### config.mk
export PLATFORM = sky130hd
export DESIGN_NAME = dmem_arbiter
export DESIGN_NICKNAME = d
export VERILOG_FILES = /design/src/rtl/dmem_arbiter.sv
export SDC_FILE = /design/constraint.sdc
export NUM_CORES = 1
export LEC_CHECK = 0
export BUFFER_PORTS_ARGS = -buffer_cell sky130_fd_sc_hd__buf_4
export CAP_MARGIN = 20
export CELL_PAD_IN_SITES_DETAIL_PLACEMENT = 0
export CELL_PAD_IN_SITES_GLOBAL_PLACEMENT = 1
export CORE_ASPECT_RATIO = 1.2
export CORE_MARGIN = 2
export CORE_UTILIZATION = 29
export DETAILED_ROUTE_END_ITERATION = 10
export PLACE_DENSITY = 0.92
export SLEW_MARGIN = 20
export SYNTH_ARGS = -nofsm -noshare
export SYNTH_HDL_FRONTEND = slang
export SYNTH_SLANG_ARGS = --single-unit
### constraint.sdc
create_clock -name clk -period 1.9 [get_ports clk]
set_input_delay 0.38 -clock clk [delete_from_list [all_inputs] [get_ports clk]]
set_output_delay 0.38 -clock clk [all_outputs]
set_load 0.01 [all_outputs]
### src/rtl/dmem_arbiter.sv
// Two-requester round-robin arbiter in front of an async-read, sync-write data memory.
// Latency: a request sampled in IDLE is acknowledged in the next cycle, and the ack is combinational from state.
// Backpressure: requesters hold req and operands until their ack. The memory never stalls, and contention alternates at full rate.
//
// Ports:
//   clk, reset_n            rising-edge clock, asynchronous active-low reset
//   req0/1, we0/1           transaction request, write enable (1 = write)
//   addr0/1, wdata0/1       byte address (passed through unmodified) and write data
//   ack0/1                  one-cycle completion pulse (write committed / rdata valid)
//   rdata                   read data, nonzero only while an ack is high
//   mem_we/addr/wdata       memory command, driven from registered operands
//   mem_rdata               combinational read data from the memory
//   busy                    high while a transaction is in its access cycle
//   gnt_cnt0/1              saturating grant counters, present only when
//                           DMEM_ARB_PERF_EN is defined
module dmem_arbiter (
    input  logic        clk,
    input  logic        reset_n,
    input  logic        req0,
    input  logic        req1,
    input  logic        we0,
    input  logic        we1,
    input  logic [31:0] addr0,
    input  logic [31:0] addr1,
    input  logic [31:0] wdata0,
    input  logic [31:0] wdata1,
    output logic        ack0,
    output logic        ack1,
    output logic [31:0] rdata,
    output logic        mem_we,
    output logic [31:0] mem_addr,
    output logic [31:0] mem_wdata,
    input  logic [31:0] mem_rdata,
    output logic        busy
`ifdef DMEM_ARB_PERF_EN
    ,
    output logic [15:0] gnt_cnt0,
    output logic [15:0] gnt_cnt1
`endif
);

    localparam logic [1:0] ST_IDLE    = 2'd0;
    localparam logic [1:0] ST_ACCESS0 = 2'd1;
    localparam logic [1:0] ST_ACCESS1 = 2'd2;

    logic [1:0]  state_q, state_d;
    logic        last_gnt_q, last_gnt_d;   // 1 = requester 1 was granted last
    logic        op_we_q, op_we_d;
    logic [31:0] op_addr_q, op_addr_d;
    logic [31:0] op_wdata_q, op_wdata_d;
    logic        grant0, grant1;

    // Winner selection. In an access state, only the other requester can be
    // granted. This gives alternation under contention and caps a lone
    // requester at one transaction every two cycles.
    always_comb begin
        grant0 = 1'b0;
        grant1 = 1'b0;
        case (state_q)
            ST_IDLE: begin
                if (req0 && req1) begin
                    grant0 = last_gnt_q;
                    grant1 = ~last_gnt_q;
                end else begin
                    grant0 = req0;
                    grant1 = req1;
                end
            end
            ST_ACCESS0: grant1 = req1;
            ST_ACCESS1: grant0 = req0;
            default: ;
        endcase
    end

    always_comb begin
        state_d    = ST_IDLE;
        last_gnt_d = last_gnt_q;
        op_we_d    = op_we_q;
        op_addr_d  = op_addr_q;
        op_wdata_d = op_wdata_q;
        if (grant0) begin
            state_d    = ST_ACCESS0;
            last_gnt_d = 1'b0;
            op_we_d    = we0;
            op_addr_d  = addr0;
            op_wdata_d = wdata0;
        end else if (grant1) begin
            state_d    = ST_ACCESS1;
            last_gnt_d = 1'b1;
            op_we_d    = we1;
            op_addr_d  = addr1;
            op_wdata_d = wdata1;
        end
    end

    always_ff @(posedge clk or negedge reset_n) begin
        if (!reset_n) begin
            state_q    <= ST_IDLE;
            last_gnt_q <= 1'b1;
            op_we_q    <= 1'b0;
            op_addr_q  <= 32'd0;
            op_wdata_q <= 32'd0;
        end else begin
            state_q    <= state_d;
            last_gnt_q <= last_gnt_d;
            op_we_q    <= op_we_d;
            op_addr_q  <= op_addr_d;
            op_wdata_q <= op_wdata_d;
        end
    end

    // All outputs decode from state, so an asynchronous reset in the middle
    // of a write drops mem_we before the commit edge.
    assign ack0      = (state_q == ST_ACCESS0);
    assign ack1      = (state_q == ST_ACCESS1);
    assign busy      = ack0 | ack1;
    assign mem_we    = busy & op_we_q;
    assign mem_addr  = busy ? op_addr_q  : 32'd0;
    assign mem_wdata = busy ? op_wdata_q : 32'd0;
    assign rdata     = busy ? mem_rdata  : 32'd0;

`ifdef DMEM_ARB_PERF_EN
    logic [15:0] gnt_cnt0_q, gnt_cnt1_q;

    // Counters only write on an increment, so they hold at 0xFFFF.
    always_ff @(posedge clk or negedge reset_n) begin
        if (!reset_n) begin
            gnt_cnt0_q <= 16'd0;
            gnt_cnt1_q <= 16'd0;
        end else begin
            if (ack0 && (gnt_cnt0_q != 16'hFFFF)) gnt_cnt0_q <= gnt_cnt0_q + 16'd1;
            if (ack1 && (gnt_cnt1_q != 16'hFFFF)) gnt_cnt1_q <= gnt_cnt1_q + 16'd1;
        end
    end

    assign gnt_cnt0 = gnt_cnt0_q;
    assign gnt_cnt1 = gnt_cnt1_q;
`endif

endmodule

# Word-level counts from Yosys, hierarchy flattened

Index checks and enable logic that the tools add are counted.

Bitwise logic cells: 3
Magnitude comparators: 0
Equality and inequality tests: 2
Reductions and logical operators: 3
Multiplexer cells: 17
Add/subtract/negate cells: 0
$mul: 0
Shifts and indexed selects: 0
Div/mod/pow operators: 0

Operators with widths:

| operator                                                        | count |
|---|---|
| 32-bit two-way mux                                              | 7 |
| 1-bit two-way mux                                               | 6 |
| 2-bit two-way mux                                               | 2 |
| 1-bit case mux with 2 select lines                              | 2 |
| 2-bit by 1-bit == test with 1-bit output, second input constant | 1 |
| 2-bit == test, second input constant                            | 1 |
| 2-bit logical NOT                                               | 1 |
| 2-bit nonzero test                                              | 1 |
| 1-bit bitwise AND                                               | 1 |
| 1-bit logical AND                                               | 1 |
| 1-bit inverter                                                  | 1 |
| 1-bit OR                                                        | 1 |

Register bits: 68
Bits of input ports: 166
Memory bits (writable): 0
Logic and storage cells: 30
Output and inout port bits: 100
Latch bits: 0
Bits in read-only memories: 0
Memories: 0

# Longest topological paths before layout

Gate-level depths: netlist (run 1).

Depth in word-level cells: 5
Gate-level depth with buffers: 8
Gate-level depth less buffers: 6

# Worst setup path after synthesis (run 1)

No wires, ideal clock.

Kind: register to output
Start point: reg state_q[0]
End point: out rdata[10]
Arrival time: 1.416 ns
Cell stages (with the launch flop): 6
Setup slack: 0.104 ns
Data required time: 1.520 ns
Buffers on the path: 2
Cells stage by stage: dfrtp_1 > inv_1 > ha_1 > clkbuf_1 > clkbuf_1 > and2_1

Longest elaborated chain between the ends: 3
Elaborated cells between the ends (all ways): 4
Classes of those cells: eq/ne (2); mux (1); bitwise (1)

RTL lines:

| item                                                                             | line     | text |
|---|---|---|
| from (decl)                                                                      | 46       | `logic [1:0] state_q, state_d;` |
| from (signal assigned)                                                           | 104      | `state_q <= state_d;` |
| 2-bit by 1-bit == test with 1-bit output / 2-bit == test (equally long branches) | 114, 115 |  |
| 1-bit OR (*)                                                                     | 116      | `assign busy = ack0 \| ack1;` |
| named net busy                                                                   | 34       | `output logic busy` |
| 32-bit two-way mux (*)                                                           | 120      | `assign rdata = busy ? mem_rdata : 32'd0;` |
| to (decl)                                                                        | 29       | `output logic [31:0] rdata,` |

The timed path passes the listed nets; every way through them passes the cells marked *.

# Final worst setup path (run 1)

Start point: reg state_q[1]
End point: out rdata[4]

Longest elaborated chain between the ends: 3
Elaborated cells between the ends (all ways): 4
Classes of those cells: eq/ne (2); mux (1); bitwise (1)

RTL lines:

| item                                                                             | line |
|---|---|
| 2-bit by 1-bit == test with 1-bit output / 2-bit == test (equally long branches) | 114, 115 |
| 1-bit OR (*)                                                                     | 116 |
| 32-bit two-way mux (*)                                                           | 120 |

Every way passes the cells marked *; elsewhere a longest branch is shown, timed or not.

==> run_results.csv, run 1 <==
group,metric,value,unit
power_and_ir_drop,p_comb_frac,0.639,
flow_run,drv_cap,0,
routing,wl_per_cell,17.34,um
power_and_ir_drop,ir_drop,0.9654,mV
synth,syn_inst,343,
synth,syn_area,3726,um^2
place,dp_cells,750,
place,dp_hpwl,9279,um
global_routing,antenna_found_initial,1,
critical_path,crit_start,"state_q[1]$_DFF_PN0_",
routing,ant_nets,0,
power_and_ir_drop,p_int,7.087,mW
synth,synth-seq-area-share,0.4570,
power_and_ir_drop,clkPwrFrac,0.137,
critical_path,r2r_setup_slack,70,ps
floorplan,die_height,128.2,um
synth,ys_types,16,
cts,cts.path.max_buffers,2,
power_and_ir_drop,powerDensity,1764,nW/um^2
sta,min_period,1936,ps
global_routing,track_usage,0.1869,
routing,drtPass1Iterations,4,
critical_path,cp.required,1520,ps
synth,ys_warn_count,0,
place,placed_area,5908,um^2
sta,drv_slew,0,
cts,cts_tree,"done",
cts,path_clk_slew,50,ps
cts,clkSinkCount,68,
sta,fin_ws,-36.24,ps
floorplan,fp.coreArea,12610,um^2
critical_path,reg2reg_to,"op_wdata_q[20]$_DFFE_PN0P_",
place,numPortBuffers,265,
routing,wirelength,13390,um
sta,rsz0062_at_grt,"yes",
place,dp_slack,148.9,ps
critical_path,cp-end-kind,"output port",
sta,timing.final.crit_share,1.019,
floorplan,ios,266,
sta,fmax,516.5,MHz
hold_path,hold_class,"in -> async",
finish,fin_nets,772,
routing,route.vias.total,3739,
routing,routed_via_density,4.843,
synth,ys_seq_elements,68,
global_routing,grt_pass1_wl,19840,um
critical_path,r2r_cells,7,
cts,numCtsBuffers,9,
critical_path,worstSetupStartpointType,"flop",
cts,cts_htree_levels,3,
finish,fin_util,0.5020,
synth,avgSynthCellArea,10.86,um^2
routing,drc_errors,0,
critical_path,worstSetupPathType,"reg -> out",
floorplan,die_area,13780,um^2
floorplan,initial_core_util,0.2954,
global_routing,grt_max_degree,67,
sta,final_hold_viol_count,0,
finish,fin_area,6331,um^2
status,outcome,"finished, violations left",
place,place_congestion,0.8104,
finish,drive_above_1_share,0.5140,
critical_path,arrival,1560,ps
cts,clk_latency,320,ps
sta,finalSetupViolations,81,
floorplan,fp.dieW,107.5,um
synth,syn-num-nets,512,
finish,areaGrowthSynthToFinish,69.91,%
power_and_ir_drop,pwr-share-seq,0.224,
critical_path,crit_end,"rdata[4]",
sta,worst_pin_slew,464.5,ps
routing,drt_iter0_markers,145,
power_and_ir_drop,p_switching,4.082,mW
status,violations,"setup timing",
critical_path,path_max_fanout,29,
sta,max_slew_margin,0.6903,
global_routing,grt_pass1_vias,3904,
power_and_ir_drop,p_sw_frac,0.3655,
finish,final_cells,772,
critical_path,reg2reg_from,"state_q[1]$_DFF_PN0_",
floorplan,row_count,45,
cts,clockRootBuffer,"clkbuf_16",
power_and_ir_drop,p_leak,2.954,nW
global_routing,grt_overflow_total,0,
sta,finalClockSkew,4.663,ps
-- cells in the mapped netlist --
cell type	count	share of area
dfstp_2	1	0.0071
o21ai_0	1	0.0013
o221a_1	65	0.20
and2_1	98	0.16
buf_2	13	0.017
ha_1	3	0.010
clkbuf_1	13	0.013
inv_1	5	0.0050
a21boi_1	1	0.0020
a21oi_1	2	0.0027
o21ai_1	2	0.0027
nor2b_1	1	0.0017
or2_1	1	0.0017
buf_6	5	0.015
nand2b_1	65	0.11
dfrtp_1	67	0.45
-- layout by cell type, fill, tap and decap left out --
| cell | count |
|---|---|
| buf_4 | 265 |
| and2_1 | 85 |
| dfrtp_1 | 67 |
| nand2b_1 | 65 |
| o221a_1 | 65 |
| and2_4 | 12 |
| clkbuf_16 | 10 |
| buf_12 | 8 |
| buf_6 | 6 |
| inv_1 | 3 |
| inv_2 | 2 |
| a21oi_1 | 2 |
| ha_1 | 2 |
| clkbuf_1 | 2 |
| clkinv_2 | 2 |
| clkbuf_8 | 2 |
| diode_2 | 1 |
| a21boi_1 | 1 |
| o21ai_4 | 1 |
| nor2b_1 | 1 |
| o21ai_1 | 1 |
| or2_2 | 1 |
| o21ai_0 | 1 |
| and2_2 | 1 |
| ha_4 | 1 |
| dfstp_2 | 1 |
-- worst min-delay path by stage --
stage                                            end  slack [ps]
after global routing      op_wdata_q[14]$_DFFE_PN0P_          30
after floorplan             op_addr_q[0]$_DFFE_PN0P_          80
after detailed placement  op_wdata_q[14]$_DFFE_PN0P_         370
after CTS                 op_wdata_q[14]$_DFFE_PN0P_          10
final                     op_wdata_q[14]$_DFFE_PN0P_           1
after global placement    op_wdata_q[14]$_DFFE_PN0P_         360
-- power by group through the flow --
stage / Sequential [mW] / Clock [mW] / Combinational, mW
finish: 2.50 / 1.53 / 7.14
global route: 2.59 / 1.64 / 7.75
CTS: 2.49 / 1.58 / 7.32
detailed placement: 2.48 / 0 / 6.65
global placement: 2.46 / 0 / 6.54
floorplan: 2.35 / 0 / 3.69
-- state kept, by name (all words and copies together), names as in the netlist --
register / flops
last_gnt_q: 1
op_addr_q: 32
op_wdata_q: 32
op_we_q: 1
state_q: 2
-- worst max-delay path: stages, from the launching register on --
cell	delay (ps)
dfrtp_1	370
inv_2	70
ha_4	340
buf_12	170
and2_1	150
buf_4	120
-- routing by layer --
metal	wire length, um	GRT usage	vias to the layer above
met4	199	0.05807	0
met3	1105	0.05084	14
li1	-	-	1727
met2	7090	0.3407	179
met5	0	0	-
met1	4992	0.2108	1819
-- final cells by class --
cell class              instances  area, um^2
diodes                          1       2.502
clock buffers                  13       260.3
flip-flops and latches         68        1703
clock inverters                 2       10.01
repair buffers                280        2242
fillers                      1133        6281
well taps                     164       205.2
inverters                       5       18.77
multi-input cells             239        1889
-- logic make-up (layout without fill, tap and decap cells) --
kind of cell,count (synthesis),count (layout),synth area share
AND/OR/NAND/NOR,165,165,0.2770
adder cells (fa/ha/maj),3,3,0.01007
buffers and inverters,36,300,0.05070
flip-flops,68,68,0.4570
AO/OA/AOI/OAI,71,71,0.2052
other,0,1,0
-- through the flow --
step,total power [mW],TNS (ps),hold WS (ps)
after floorplan,6.040,0,84.41
after global placement,9.000,0,358.8
after detailed placement,9.129,0,365.2
after CTS,11.38,-5603,13.82
after global routing,11.98,-6027,27.75
final,11.17,-933.8,1.256
-- timing repair --
| action | in CTS | in global routing |
|---|---|---|
| resized for setup | 18 | 5 |
| hold buffers | 0 | 0 |
| buffers inserted | 3 | 2 |
| endpoints found under the setup margin | 97 | 146 |
| pin swaps | 1 | 2 |
| gates cloned | 2 | 1 |
No activity file was read; power rests on OpenSTA's default activity.
==> run 2: changes to the inputs <==
--- a/config.mk
+++ b/config.mk
@@ -12,6 +12,7 @@
 export CORE_ASPECT_RATIO = 1.2
 export CORE_MARGIN = 2
 export CORE_UTILIZATION = 29
+export CTS_BUF_LIST = sky130_fd_sc_hd__clkbuf_4 sky130_fd_sc_hd__clkbuf_8 sky130_fd_sc_hd__clkbuf_16
 export DETAILED_ROUTE_END_ITERATION = 10
 export PLACE_DENSITY = 0.92
 export SLEW_MARGIN = 20
==> run_results.csv, run 2 (synthesis gave the netlist of run 1 again) <==
group,metric,value,unit
status,outcome,"finished, violations left",
floorplan,fp.coreArea,12610,um^2
routing,drt_iter0_markers,143,
finish,areaGrowthSynthToFinish,70.11,%
finish,fin_util,0.5026,
global_routing,track_usage,0.1869,
cts,clockRootBuffer,"clkbuf_16",
sta,fin_hold_ws,1.130,ps
power_and_ir_drop,pwr-share-seq,0.223,
routing,wl_per_cell,17.35,um
floorplan,ios,266,
cts,path_clk_slew,50,ps
power_and_ir_drop,powerDensity,1767,nW/um^2
cts,clkSinkCount,68,
status,violations,"setup timing",
critical_path,worstSetupPathType,"reg -> out",
floorplan,row_count,45,
hold_path,hold_class,"in -> async",
critical_path,arrival,1560,ps
finish,final_common_cell,"buf_4",
power_and_ir_drop,ir_drop,0.9664,mV
sta,fmax,516.5,MHz
sta,fin_ws,-36.26,ps
critical_path,r2r_cells,7,
cts,cts_htree_levels,3,
global_routing,grt_pass1_vias,3904,
global_routing,antenna_found_initial,1,
sta,rsz0062_at_grt,"yes",
routing,wirelength,13390,um
sta,finalSetupViolations,80,
finish,fin_nets,772,
global_routing,grt_pass1_wl,19840,um
power_and_ir_drop,clkPwrFrac,0.139,
finish,final_cell_mix,"buf_4 (265), and2_1 (85), dfrtp_1 (67), nand2b_1 (65), o221a_1 (65)",
sta,max_slew_margin,0.6907,
sta,final_hold_viol_count,0,
floorplan,die_area,13780,um^2
place,dp_hpwl,9279,um
routing,drtPass1Iterations,4,
sta,drv_slew,0,
finish,reg.largest.list,"op_addr_q (32), op_wdata_q (32), state_q (2)",
power_and_ir_drop,p_int,7.116,mW
critical_path,path_max_fanout,29,
cts,cts_tree,"done",
routing,ant_nets,0,
critical_path,worstSetupStartpointType,"flop",
global_routing,grt_max_degree,67,
critical_path,cp-end-kind,"output port",
routing,drc_errors,0,
place,place_congestion,0.8104,
power_and_ir_drop,p_switching,4.082,mW
cts,numCtsBuffers,9,
critical_path,cp.required,1520,ps
power_and_ir_drop,p_leak,2.961,nW
place,numPortBuffers,265,
global_routing,grt_overflow_total,0,
sta,min_period,1936,ps
routing,route.vias.total,3747,
cts,postCtsHoldBufs,0,
power_and_ir_drop,p_comb_frac,0.638,
finish,drive_above_1_share,0.5173,
flow_run,drv_cap,0,
floorplan,die_height,128.2,um
cts,clk_latency,320,ps
floorplan,fp.dieW,107.5,um
power_and_ir_drop,p_sw_frac,0.3645,
routing,routed_via_density,4.854,
sta,timing.final.crit_share,1.019,
sta,finalClockSkew,4.719,ps
cts,cts.path.max_buffers,2,
sta,worst_pin_slew,464.0,ps
floorplan,initial_core_util,0.2954,
run 2: cell counts in the layout (fill, tap and decap cells not counted):
Identical to the previous run, type by type.
run 2: cell type report:
class / count / area, um^2
multi-input combinational: 239 / 1889
clock buffer: 13 / 267.8
tap: 164 / 205.2
clock inverter: 2 / 10.01
timing repair buffer: 280 / 2242
inverter: 5 / 18.77
antenna: 1 / 2.502
fill: 1134 / 6274
sequential: 68 / 1703
run 2: metal layers:
layer	track usage	vias up	routed length [um]
li1	-	1726	-
met1	0.2108	1826	4993
met2	0.3407	181	7085
met3	0.05084	14	1116
met4	0.05807	0	199
met5	0	-	0
run 2: power groups by stage:
stage	Clock (mW)	Combinational [mW]	Sequential, mW
finish	1.56	7.14	2.50
global route	1.67	7.75	2.59
CTS	1.60	7.32	2.49
detailed placement	0	6.65	2.48
global placement	0	6.54	2.46
floorplan	0	3.69	2.35
run 2: stage by stage:
step | setup slack [ps] | area (um^2) | setup TNS (ps) | instances | power, mW
2_1_floorplan | 104.0 | 3726 | 0 | 343 | 6.040
3_3_place_gp | 209.7 | 5908 | 0 | 750 | 9.000
3_5_place_dp | 148.9 | 5908 | 0 | 750 | 9.129
4_1_cts | -113.8 | 6337 | -5603 | 770 | 11.41
5_1_grt | -93.85 | 6336 | -6027 | 771 | 12.01
6_report | -36.26 | 6339 | -897.7 | 772 | 11.20
run 2: path summary, 6_finish.rpt:
kind                                         from                          to  slack (ps)
setup reg to reg             state_q[1]$_DFF_PN0_  op_wdata_q[20]$_DFFE_PN0P_          70
min in group clk                        wdata1[2]   op_wdata_q[2]$_DFFE_PN0P_         320
setup / recovery             state_q[1]$_DFF_PN0_                    rdata[4]         -40
hold reg to reg            last_gnt_q$_DFFE_PN1P_      last_gnt_q$_DFFE_PN1P_         500
hold / removal                            reset_n  op_wdata_q[14]$_DFFE_PN0P_           1
max in group asynchronous                 reset_n  op_wdata_q[15]$_DFFE_PN0P_        1330
run 2: critical path, cell delays in order (launching register included):
cell and delay [ps]:
dfrtp_1 370, inv_2 70, ha_4 340, buf_12 170
and2_1 150, buf_4 120
run 2: timing repair:
item / in CTS / in global routing
setup endpoints to repair: 97 / 146
resized for setup: 18 / 5
buffers inserted: 3 / 2
pin swaps: 1 / 2
cloned: 2 / 1
